## src/rtl/shift_add_multiplier.sv

```systemverilog
// Sequential shift-add multiplier: one partial-product step per clock, WIDTH steps per operation.
// Define SIGNED_MODE_EN to honour signed_mode (sign-magnitude wrap around the unsigned core).
module shift_add_multiplier #(
    parameter int WIDTH = 8
) (
    input  logic               CLK,
    input  logic               RESET,
    input  logic               process_start,
    input  logic [WIDTH-1:0]   multiplier,
    input  logic [WIDTH-1:0]   multiplicand,
    input  logic               signed_mode,
    output logic [2*WIDTH-1:0] product,
    output logic               process_done,
    output logic               busy
);

    localparam int CW = $clog2(WIDTH + 1);
    localparam logic [CW-1:0] LAST = CW'(WIDTH - 1);

    typedef enum logic [1:0] {IDLE, CALC, DONE} state_t;

    state_t             r_state;
    state_t             w_next;
    logic [CW-1:0]      r_cnt;
    logic [WIDTH-1:0]   r_mplier;
    logic [WIDTH-1:0]   r_mcand;
    logic [2*WIDTH-1:0] r_acc;
    logic [2*WIDTH-1:0] r_product;
    logic               r_done;

    logic               w_accept;
    logic               w_last;
    logic [WIDTH:0]     w_sum;
    logic [2*WIDTH-1:0] w_acc_next;
    logic [2*WIDTH-1:0] w_result;
    logic [WIDTH-1:0]   w_mag_a;
    logic [WIDTH-1:0]   w_mag_b;

    assign w_accept = process_start && (r_state != CALC);
    assign w_last   = (r_state == CALC) && (r_cnt == LAST);

    // Upper half plus carry receives the addend; the whole accumulator then shifts right.
    assign w_sum      = {1'b0, r_acc[2*WIDTH-1:WIDTH]} + (r_mplier[0] ? {1'b0, r_mcand} : '0);
    assign w_acc_next = {w_sum, r_acc[WIDTH-1:1]};

`ifdef SIGNED_MODE_EN
    logic r_neg;
    logic w_neg_in;

    // Unary minus of the most negative value yields 2^(WIDTH-1) as an unsigned magnitude.
    assign w_mag_a  = (signed_mode && multiplier[WIDTH-1])   ? -multiplier   : multiplier;
    assign w_mag_b  = (signed_mode && multiplicand[WIDTH-1]) ? -multiplicand : multiplicand;
    assign w_neg_in = signed_mode && (multiplier[WIDTH-1] ^ multiplicand[WIDTH-1]);
    assign w_result = r_neg ? -w_acc_next : w_acc_next;

    always_ff @(posedge CLK) begin
        if (RESET) begin
            r_neg <= 1'b0;
        end else if (w_accept) begin
            r_neg <= w_neg_in;
        end
    end
`else
    logic w_unused_sign;

    assign w_unused_sign = signed_mode;
    assign w_mag_a       = multiplier;
    assign w_mag_b       = multiplicand;
    assign w_result      = w_acc_next;
`endif

    always_ff @(posedge CLK) begin
        if (RESET) begin
            r_state <= IDLE;
        end else begin
            r_state <= w_next;
        end
    end

    always_comb begin
        w_next = r_state;
        case (r_state)
            IDLE:    if (process_start) w_next = CALC;
            CALC:    if (r_cnt == LAST) w_next = DONE;
            DONE:    w_next = process_start ? CALC : IDLE;
            default: w_next = IDLE;
        endcase
    end

    always_ff @(posedge CLK) begin
        if (RESET) begin
            r_cnt     <= '0;
            r_mplier  <= '0;
            r_mcand   <= '0;
            r_acc     <= '0;
            r_product <= '0;
            r_done    <= 1'b0;
        end else begin
            r_done <= w_last;
            if (w_accept) begin
                r_mplier <= w_mag_a;
                r_mcand  <= w_mag_b;
                r_cnt    <= '0;
                r_acc    <= '0;
            end else if (r_state == CALC) begin
                r_acc    <= w_acc_next;
                r_mplier <= r_mplier >> 1;
                r_cnt    <= r_cnt + CW'(1);
                if (w_last) begin
                    r_product <= w_result;
                end
            end
        end
    end

    assign product      = r_product;
    assign process_done = r_done;
    assign busy         = (r_state == CALC);

endmodule

```

## config.mk

```make
export PLATFORM = sky130hd
export DESIGN_NAME = shift_add_multiplier
export DESIGN_NICKNAME = d
export VERILOG_FILES = /design/src/rtl/shift_add_multiplier.sv
export SDC_FILE = /design/constraint.sdc
export NUM_CORES = 1
export LEC_CHECK = 0
export CORE_MARGIN = 5
export CORE_UTILIZATION = 42
export DETAILED_ROUTE_END_ITERATION = 8
export SLEW_MARGIN = 5
export SYNTH_ARGS = -nofsm -noshare
export SYNTH_HDL_FRONTEND = slang
export SYNTH_SLANG_ARGS = --single-unit
```

## constraint.sdc

```tcl
create_clock -name CLK -period 3 [get_ports CLK]
set_input_delay 0.6 -clock CLK [delete_from_list [all_inputs] [get_ports CLK]]
set_output_delay 0.6 -clock CLK [all_outputs]
set_load 0.005 [all_outputs]
```

==> implementation parameters, run 1 <==
Parameter                              Value

STA
  Clock Skews    around 0.0084 ns
  Share of the clock period used by the worst path after layout    76.53%
  Slew at the pin with the worst max-slew slack    0.5745 ns
  Final hold violations    0
  Final worst path period need    2.296 ns
  Maximum frequency from static timing analysis    435.6 MHz
  Setup-violating endpoint count in the final report    0
  Relative slew slack    61.58%
  Pins Over Slew Limit    0
  Total negative slack    0 ns
  Worst hold slack across all endpoints    0.4550 ns
  Setup repair after global routing missed its margin    false

Placed design
  Routability cong.    0.8233
  Count of input and output buffers    36
  Post-detail-place hpwl    around 3700 um

Critical path
  Required @ worst endpoint    3.24 ns
  CP Capture Type    register
  Reg2reg end    r_acc[13]$_SDFFE_PP0P_
  Max FO, Critical Path    9
  Crit Path Class    register to register
  Worst setup SP type    register
  Worst R2R Setup Slack    a little over 0.7 ns
  Reg-to-reg critical path startpoint    r_mplier[0]$_SDFFE_PP0P_
  WP data arrival    approximately 2.5 ns
  FF-to-FF path depth    7

Yosys
  Flop and latch count out of synthesis    54
  Synth Cell Area    2431 um2
  Synth unique cells    38
  Gate Count Post-Synth    295
  Area share of the leading cell type in the synthesized netlist    44.47%
  Total of warnings raised by yosys    0
  EDFF count, synth    0
  Part of the Yosys area used for sequential elements    between 40% and 50%
  Cell accounting for the most synthesized area    sky130_fd_sc_hd__dfxtp_1
  Mean instance size in the synthesized netlist    8.241 um2
  Share of synthesized flip-flops with an asynchronous set or reset    0%
  Ys flop type    sky130_fd_sc_hd__dfxtp_1
  Top post-synthesis cells by area    sky130_fd_sc_hd__dfxtp_1 44%, sky130_fd_sc_hd__nand2_1 8.3%, sky130_fd_sc_hd__a21oi_1 8.0%
  Nets in the synthesized netlist    ~330

Clock tree
  CTS tree    built
  Number of sinks on the clock net    54
  Clock buffer count from CTS    5
  Number of levels the H-tree was split into    2
  Clock Root Buffer    sky130_fd_sc_hd__clkbuf_8
  Setup bufs post-CTS    0
  Clock transition at path regs    0.08 ns
  Max Root-Sink Buffers    2
  Gates resized, CTS repair    0
  Clock latency on the worst-skew pair    approximately 0.3 ns
  Cts-stage hold buffer count    0

Pwr
  Worst voltage drop across the vdd grid    0.2490 mV
  Lkg Pwr    1.077 nW
  Power density over the cells    437.3 nW/um2

Min path
  Hold WC Path Type    register to register
  Number of cells on the worst hold path    2
  Hold Path End    r_mcand[3]$_SDFFE_PP0P_
  Hold Startpoint    r_mcand[3]$_SDFFE_PP0P_

Job
  Max-cap violation count    0

Routing
  Total Routed Length    5248 um
  Antenna viol nets, final    0
  DRC    0
  Count of vias placed by the detailed router    2,035
  Detailed Routing Iterations Pass 1    5
  Violation count after the first detailed-routing iteration    154
  Post-detailed-route via-to-cell ratio    between 5 and 6
  Detailed-route wire length per cell    13.15 um

Die
  Die area    7410 um2
  Number of core rows    27
  DIE WIDTH    86.08 um
  Core area    5574 um2
  Top-level port count    38
  Chip height    about 86 um
  Initial Utilization    43.61%

Global route
  Initial antenna violation count    0
  Overall fraction of global-route tracks in use    ~15%
  Final global-route overflow total    0
  Vias in the first global route    1,831
  Largest net degree at the start of global routing    25
  Wire length of the first global-routing pass    8852 um

Final layout
  P&R area growth vs syn    21.46%
  Final standard cell utilization of the core    about 53%
  Final #Nets    around 360
  Number of inserted diodes    0
  Fraction of layout instances using a drive strength above 1    between 4 and 5%
  Area occupied by multi-input gates    1244 um2
  Layout fillers    560
  Register area    1081 um2

Status
  Status    completed
[per-stage QoR]
step                      cells  setup slack, ns  power [mW]  instance area [um2]
after floorplan             295            1.009      0.8454                 2431
after global placement      391           0.7573      0.8958                 2861
after detailed placement    391           0.7266      0.8970                 2861
after CTS                   399           0.7017       1.310                 2953
after global routing        399           0.5430       1.360                 2953
final                       399           0.7042       1.291                 2953
[Yosys cell counts (7+ instances only)]
cell / instances
sky130_fd_sc_hd__a21oi_1: 39
sky130_fd_sc_hd__dfxtp_1: 54
sky130_fd_sc_hd__mux2i_1: 8
sky130_fd_sc_hd__nor2_1: 20
sky130_fd_sc_hd__nand3_1: 18
sky130_fd_sc_hd__and2_1: 8
sky130_fd_sc_hd__nand2_1: 54
sky130_fd_sc_hd__clkbuf_1: 11
sky130_fd_sc_hd__ha_1: 9
sky130_fd_sc_hd__nand3b_1: 7
sky130_fd_sc_hd__a211oi_1: 10
sky130_fd_sc_hd__buf_2: 7
[worst max-delay path, cell delays in order (launching register included)]
cell and delay [ns]:
sky130_fd_sc_hd__dfxtp_1 0.38, sky130_fd_sc_hd__and2_1 0.21, sky130_fd_sc_hd__ha_1 0.21, sky130_fd_sc_hd__fa_1 0.41
sky130_fd_sc_hd__a21oi_1 0.34, sky130_fd_sc_hd__o21ai_0 0.17, sky130_fd_sc_hd__a2111o_1 0.44, sky130_fd_sc_hd__nand3_1 0.08
[metal layers]
layer / share of wire [%] / routed length [um] / global-route usage, %
met5: 0 / 0 / 0
met4: 0.53 / 28 / 3.022
met3: 4.3 / 225 / 4.035
met2: 45 / 2353 / 23.97
met1: 50 / 2640 / 19.76
[sequential cells by signal (all words and copies together) (netlist names)]
register and flops:
process_done 1, r_mcand 8, r_state 2, r_cnt 4
product 16, r_mplier 8, r_acc 15
[kinds of logic (layout without fill, tap and decap cells)]
family / after synthesis / after routing / share of synthesized area (%)
AO/OA/AOI/OAI: 68 / 68 / 16.93
XOR/XNOR: 5 / 5 / 1.802
adder cells (fa/ha/maj): 10 / 10 / 5.456
flip-flops: 54 / 54 / 44.47
buffers and inverters: 26 / 58 / 4.375
multiplexers: 8 / 8 / 3.294
AND/OR/NAND/NOR: 124 / 124 / 23.68
[report_power, final]
group | total [mW] | switching [mW] | internal (mW)
clock network | 0.412 | 0.225 | 0.187
registers | 0.749 | 0.0121 | 0.736
logic | 0.131 | 0.0718 | 0.0593
total | 1.29 | 0.309 | 0.982
[layout make-up]
type | count | share of cell area, %
multi-input cells | 215 | 42.12
flip-flops and latches | 54 | 36.61
repair buffers | 45 | 14.49
well taps | 72 | 3.051
clock buffers | 7 | 2.924
inverters | 5 | 0.6356
clock inverters | 1 | 0.1695
[how the worst max path moves through the flow]
stage,startpoint,to,slack (ns),cells after the start
final,r_mplier[0]$_SDFFE_PP0P_,r_acc[13]$_SDFFE_PP0P_,0.70,7
after global routing,r_mplier[0]$_SDFFE_PP0P_,r_acc[13]$_SDFFE_PP0P_,0.54,7
after CTS,r_mplier[0]$_SDFFE_PP0P_,r_acc[13]$_SDFFE_PP0P_,0.70,7
after detailed placement,r_mplier[0]$_SDFFE_PP0P_,r_acc[13]$_SDFFE_PP0P_,0.73,7
after global placement,r_mplier[0]$_SDFFE_PP0P_,r_acc[13]$_SDFFE_PP0P_,0.76,7
after floorplan,r_mplier[0]$_SDFFE_PP0P_,r_acc[13]$_SDFFE_PP0P_,1.01,7
[cells in the final DEF (no fill, tap or decap), types with 2 or more instances in the layout]
master / n
sky130_fd_sc_hd__a21oi_1: 39
sky130_fd_sc_hd__a2111o_1: 2
sky130_fd_sc_hd__mux2i_1: 8
sky130_fd_sc_hd__and2_1: 8
sky130_fd_sc_hd__o21ai_0: 3
sky130_fd_sc_hd__or3_1: 3
sky130_fd_sc_hd__xnor2_1: 3
sky130_fd_sc_hd__nand2_1: 54
sky130_fd_sc_hd__nand3b_1: 7
sky130_fd_sc_hd__inv_1: 5
sky130_fd_sc_hd__nand2b_1: 3
sky130_fd_sc_hd__o31ai_1: 2
sky130_fd_sc_hd__nand3_1: 18
sky130_fd_sc_hd__nor2_1: 20
sky130_fd_sc_hd__clkdlybuf4s50_1: 36
sky130_fd_sc_hd__buf_4: 9
sky130_fd_sc_hd__dfxtp_1: 54
sky130_fd_sc_hd__ha_1: 9
sky130_fd_sc_hd__xor2_1: 2
sky130_fd_sc_hd__clkbuf_8: 6
sky130_fd_sc_hd__nor3_1: 4
sky130_fd_sc_hd__o211ai_1: 5
sky130_fd_sc_hd__a211oi_1: 10
(Power assumes the default switching activity.)
==> run 2: changes to the inputs <==
--- a/config.mk
+++ b/config.mk
@@ -8,6 +8,7 @@
 export CORE_MARGIN = 5
 export CORE_UTILIZATION = 42
 export DETAILED_ROUTE_END_ITERATION = 8
+export PLACE_DENSITY = 0.67
 export SLEW_MARGIN = 5
 export SYNTH_ARGS = -nofsm -noshare
 export SYNTH_HDL_FRONTEND = slang
==> constraint.sdc (replaced) <==
create_clock -name CLK -period 1.92 [get_ports CLK]
set_input_delay 0.384 -clock CLK [delete_from_list [all_inputs] [get_ports CLK]]
set_output_delay 0.384 -clock CLK [all_outputs]
set_load 0.005 [all_outputs]
==> implementation parameters, run 2 (synthesis results as in run 1) <==
Parameter                              Value

Final layout
  Commonest cells after routing, fill and taps aside    54 x sky130_fd_sc_hd__nand2_1, 53 x sky130_fd_sc_hd__dfxtp_1, 36 x sky130_fd_sc_hd__a21oi_1, 36 x sky130_fd_sc_hd__clkdlybuf4s50_1, 23 x sky130_fd_sc_hd__buf_4
  Largest register FFs    16 (unchanged)
  Fraction of layout instances using a drive strength above 1    12.90% (+8.0 points)
  Commonest non-fill, non-tap cell in the layout    sky130_fd_sc_hd__nand2_1
  P&R area growth vs syn    29.03%
  Fin area    3137 um2 (+6.2%)
  Final standard cell utilization of the core    56.27% (+3.3 points)
  Number of inserted diodes    0 (unchanged)
  Layout fillers    544 (-2.9%)
  Final #Nets    370 (+3.9%)

Die
  Initial Utilization    43.61% (unchanged)
  Top-level port count    38 (unchanged)
  Chip height    86.08 um (unchanged)
  Die area    7410 um2 (unchanged)
  DIE WIDTH    86.08 um (unchanged)
  Core area    5574 um2 (unchanged)
  Number of core rows    27 (unchanged)

Min path
  Hold WC Path Type    register to register

Status
  Status    completed

STA
  Setup repair after global routing missed its margin    true
  Final setup slack of the worst path    0.03099 ns (-0.6732 ns)
  Maximum frequency from static timing analysis    529.4 MHz (+22%)
  Pins Over Slew Limit    0 (unchanged)
  Slew at the pin with the worst max-slew slack    0.3548 ns (-0.2197 ns)
  Share of the clock period used by the worst path after layout    98.39% (+22 points)
  Final hold violations    0 (unchanged)
  Final worst path period need    1.889 ns (-0.4068 ns)
  Worst hold slack across all endpoints    0.4526 ns (-0.002473 ns)
  Clock Skews    0.01250 ns (+0.004131 ns)
  Setup-violating endpoint count in the final report    0 (unchanged)
  Relative slew slack    76.05% (+14 points)

Critical path
  Required @ worst endpoint    2.14 ns (-1.10 ns)
  Cell Chain, Critical Path    and2_4 -> ha_4 -> fa_2 -> a21oi_2 -> buf_4 -> o21bai_4 -> xnor2_2 -> o31ai_1
  Crit Path Class    register to register
  Master of the slowest instance on the critical path    sky130_fd_sc_hd__dfxtp_4
  Worst setup SP type    register
  CP Capture Type    register
  Stage delay of the slowest cell on the critical path    0.37 ns (-0.07 ns)
  WP data arrival    2.11 ns (-0.43 ns)
  Max FO, Critical Path    6 (-3)

Clock tree
  Number of sinks on the clock net    54 (unchanged)
  Clock latency on the worst-skew pair    0.31 ns (about the same)
  Clock buffer count from CTS    5 (unchanged)
  Clock Root Buffer    sky130_fd_sc_hd__clkbuf_8
  Number of levels the H-tree was split into    2 (unchanged)
  Max Root-Sink Buffers    2 (unchanged)
  Clock transition at path regs    0.09 ns (about the same)
  CTS tree    built

Routing
  Post-detailed-route via-to-cell ratio    5.121 (+0.41%)
  Violation count after the first detailed-routing iteration    133 (-14%)
  Total Routed Length    5365 um (+2.2%)
  Detailed-route wire length per cell    12.99 um (-1.2%)
  Count of vias placed by the detailed router    2,115 (+3.9%)
  Detailed Routing Iterations Pass 1    4 (-1)
  Antenna viol nets, final    0 (unchanged)
  DRC    0 (unchanged)

Placed design
  Count of input and output buffers    36 (unchanged)
  Post-Place Worst Slack    -0.03600 ns (-0.7626 ns)
  Dpl cell area    2973 um2 (+3.9%)
  Routability cong.    0.8369 (+1.7%)
  Post-detail-place hpwl    3895 um (+6.0%)

Global route
  Vias in the first global route    1,957 (+6.9%)
  Largest net degree at the start of global routing    21 (-16%)
  Wire length of the first global-routing pass    8983 um (+1.5%)
  Initial antenna violation count    0 (unchanged)
  Overall fraction of global-route tracks in use    14.77% (-0.029 points)
  Final global-route overflow total    0 (unchanged)

Pwr
  Lkg Pwr    1.143 nW (+6.2%)
  Power density over the cells    651.8 nW/um2 (+49%)
  Worst voltage drop across the vdd grid    0.3978 mV (+60%)

Job
  Max-cap violation count    0 (unchanged)
run 2: where the power goes:
group	total [mW]	switching [mW]	leakage [nW]	internal, mW
registers	1.17	0.0186	0.439	1.15
logic	0.224	0.119	0.659	0.105
clock network	0.651	0.387	0.0447	0.264
run 2: metal layers:
| layer | routed length (um) | GRT usage, % | vias to the layer above |
|---|---|---|---|
| met2 | 2412 | 23.48 | 49 |
| li1 | - | - | 1108 |
| met3 | 268 | 2.594 | 4 |
| met1 | 2646 | 20.73 | 954 |
| met5 | 0 | 0 | - |
| met4 | 38 | 3.597 | 0 |
run 2: metrics by stage:
step | instances | total power, mW | TNS [ns]
after global routing | 413 | 2.140 | -0.1168
after global placement | 405 | 1.410 | -0.03779
after CTS | 413 | 2.061 | -0.0005391
after floorplan | 295 | 1.321 | 0
after detailed placement | 405 | 1.413 | -0.06374
final | 413 | 2.045 | 0
run 2: final timing paths:
path | from | to | cells past startpoint | slack, ns
max | r_mplier[0]$_SDFFE_PP0P_ | r_acc[11]$_SDFFE_PP0P_ | 8 | 0.03
min | r_mcand[5]$_SDFFE_PP0P_ | r_mcand[5]$_SDFFE_PP0P_ | 2 | 0.45
max reg2reg | r_mplier[0]$_SDFFE_PP0P_ | r_acc[11]$_SDFFE_PP0P_ | 8 | 0.03
min reg2reg | r_mcand[5]$_SDFFE_PP0P_ | r_mcand[5]$_SDFFE_PP0P_ | 2 | 0.45
run 2: worst max-delay path: cells and delay by family (launching register included):
| family | cells | cell delay [ns] |
|---|---|---|
| xor+xnor | 1 | 0.16 |
| simple gates | 1 | 0.14 |
| buf+inv | 1 | 0.15 |
| compound gates | 3 | 0.45 |
| flops | 1 | 0.37 |
| fa+ha+maj | 2 | 0.53 |
run 2: layout make-up:
| cell class | instances | area, um2 | share of cell area (%) |
|---|---|---|---|
| multi-input cells | 215 | 1316 | 41.96 |
| flip-flops and latches | 54 | 1085 | 34.58 |
| repair buffers | 59 | 533.0 | 16.99 |
| well taps | 72 | 90.09 | 2.872 |
| clock buffers | 5 | 68.82 | 2.194 |
| clock inverters | 3 | 25.02 | 0.7978 |
| inverters | 5 | 18.77 | 0.5983 |
run 2: what timing repair did:
| item | 4_1_cts | 5_1_grt |
|---|---|---|
| resized for setup | 2 | 12 |
| setup endpoints to repair | 3 | 7 |
| hold buffers | 0 | 0 |
| buffers inserted | 0 | 0 |
| pin swaps | 0 | 6 |
==> RTL change (config.mk and constraints of run 1) <==
The 3 states of `state_t` get a one-hot encoding in 3 bits.
--- a/src/rtl/shift_add_multiplier.sv
+++ b/src/rtl/shift_add_multiplier.sv
@@ -18,5 +18,5 @@
     localparam logic [CW-1:0] LAST = CW'(WIDTH - 1);
 
-    typedef enum logic [1:0] {IDLE, CALC, DONE} state_t;
+    typedef enum logic [2:0] {IDLE = 3'b001, CALC = 3'b010, DONE = 3'b100} state_t;
 
     state_t             r_state;
Check against the original RTL: same outputs for any inputs over 4 cycles, from zero or initial values and one cycle with RESET high; so few cycles prove little.
==> RTL change against run 1 <==
Routed wire length is 3.5% higher. Count of clock-buffer cells in the layout decreased by 1. Sequential cell count rose by 1. Final area grew 1.7%. Setup slack gained 87 ps. Synthesized area up 1.2%. Power grew 6.4%. Register-to-register slack gained 200 ps. Via count up 4.0%. Synthesized cell count fell by 0.34%.
==> RTL change: results (changes against run 1) <==
Synth area leaders=dfxtp_1 45%, nand2_1 8.2%, a21oi_1 7.7%; Total GRT Usage=15.2% (+0.40 points); slew of the pin with the lowest slew margin=736 ps (+162 ps); Antenna diodes=0 (unchanged); largest net degree at the start of global routing=46 (+84%); count of cell types in the netlist=43 (+13%); min-delay src=r_acc[1]; GP Congestion=0.759 (-7.8%); worst path arrival time=1610 ps (-930 ps); Worst IR Drop VDD=0.245 mV (-1.8%); Seq/Total Area, Yosys=44.8% (+0.29 points); via count=2117 (+4.0%); clk buf depth=2 (unchanged); pre-CTS setup slack=825 ps (+98.5 ps); Synth async-reset ratio=0% (unchanged); first-pass GRT wire length=9.15 mm (+3.4%); layout cells sized above 1=5.18% (+0.29 points); DR pass1 iterations=4 (-1); number of global-route vias before repair=2018 (+10%); nets=357 (+0.28%); Commonest cells post-synth=55 x dfxtp_1, 54 x nand2_1, 38 x a21oi_1; launch point of the worst path=r_state[2]; Worst Clk Skew=13.0 ps (+4.64 ps); syn nets=324 (-0.31%); Cells after DPL=392 (+0.26%); reg2reg start=r_mplier[0]; Worst-path clk slew=100 ps (+20 ps); vias per cell=5.29 (+3.8%); leak pwr=0.00110 uW (+2.4%); status=completed; Crit Path Max Fanout=3 (-6); DRT iter0 DRCs=49 (-68%); worst skew pair latency=320 ps (+20 ps); hpwl dp=3.83 mm (+4.1%); cts repair resizes=0 (unchanged); DRT Wirelength=5.43 mm (+3.5%); Syn Area/Cell=8.37 sq um (+1.5%)
RTL change: changes by cell type in the layout (fill, tap and decap cells not counted), moves of 2 or more:
cell,run 1,this run
nand3_1,18,26
nand2b_1,3,0
inv_1,5,3
buf_4,9,7
nor2_1,20,17
or3_1,3,5
nand3b_1,7,1
RTL change: worst paths after layout:
path / slack [ps] / to
worst max-delay path: 790 / busy
worst min-delay path: 460 / product[0]
worst max register to register: 900 / product[13]
worst min register to register: 460 / product[0]
RTL change: worst max-delay path, stage by stage, from the launching register on:
cell             delay [ps]
dfxtp_1                 320
or3b_1                  400
inv_1                    80
clkdlybuf4s50_1         500
RTL change: cells by family after synthesis:
family	Yosys count	share of synthesized area, %
AO/OA/AOI/OAI	67	16.7
multiplexers	8	3.26
XOR/XNOR	6	2.14
adder cells (fa/ha/maj)	10	5.39
AND/OR/NAND/NOR	127	23.9
buffers and inverters	21	3.87
flip-flops	55	44.8
RTL change: routing by layer:
metal / routed length, microns / global-route usage [%] / part of all wire, %
met1: 2270 / 16.1 / 42
met2: 2880 / 29.6 / 53
met3: 223 / 3.52 / 4.1
met4: 62 / 4.25 / 1.1
met5: 0 / 0 / 0
RTL change: report_power, final:
part / leakage (uW) / internal [uW] / switching [uW]
logic: 0.000595 / 46.1 / 48.9
registers: 0.000447 / 746 / 9.52
clock network: 0.0000618 / 275 / 249
total: 0.00110 / 1070 / 307
RTL change: area by class of cell:
cell class / count / area [sq um]
inverters: 4 / 15.0
multi-input cells: 218 / 1260
well taps: 72 / 90.1
fillers: 592 / 2600
clock buffers: 6 / 82.6
clock inverters: 2 / 38.8
flip-flops and latches: 55 / 1100
repair buffers: 43 / 413
RTL change: metrics by stage:
step	instance area [sq um]	power, uW	hold slack, ps
floorplan	2460	825	432
global placement	2880	867	440
detailed placement	2880	869	445
CTS	3000	1400	460
global route	3000	1430	481
finish	3000	1370	456
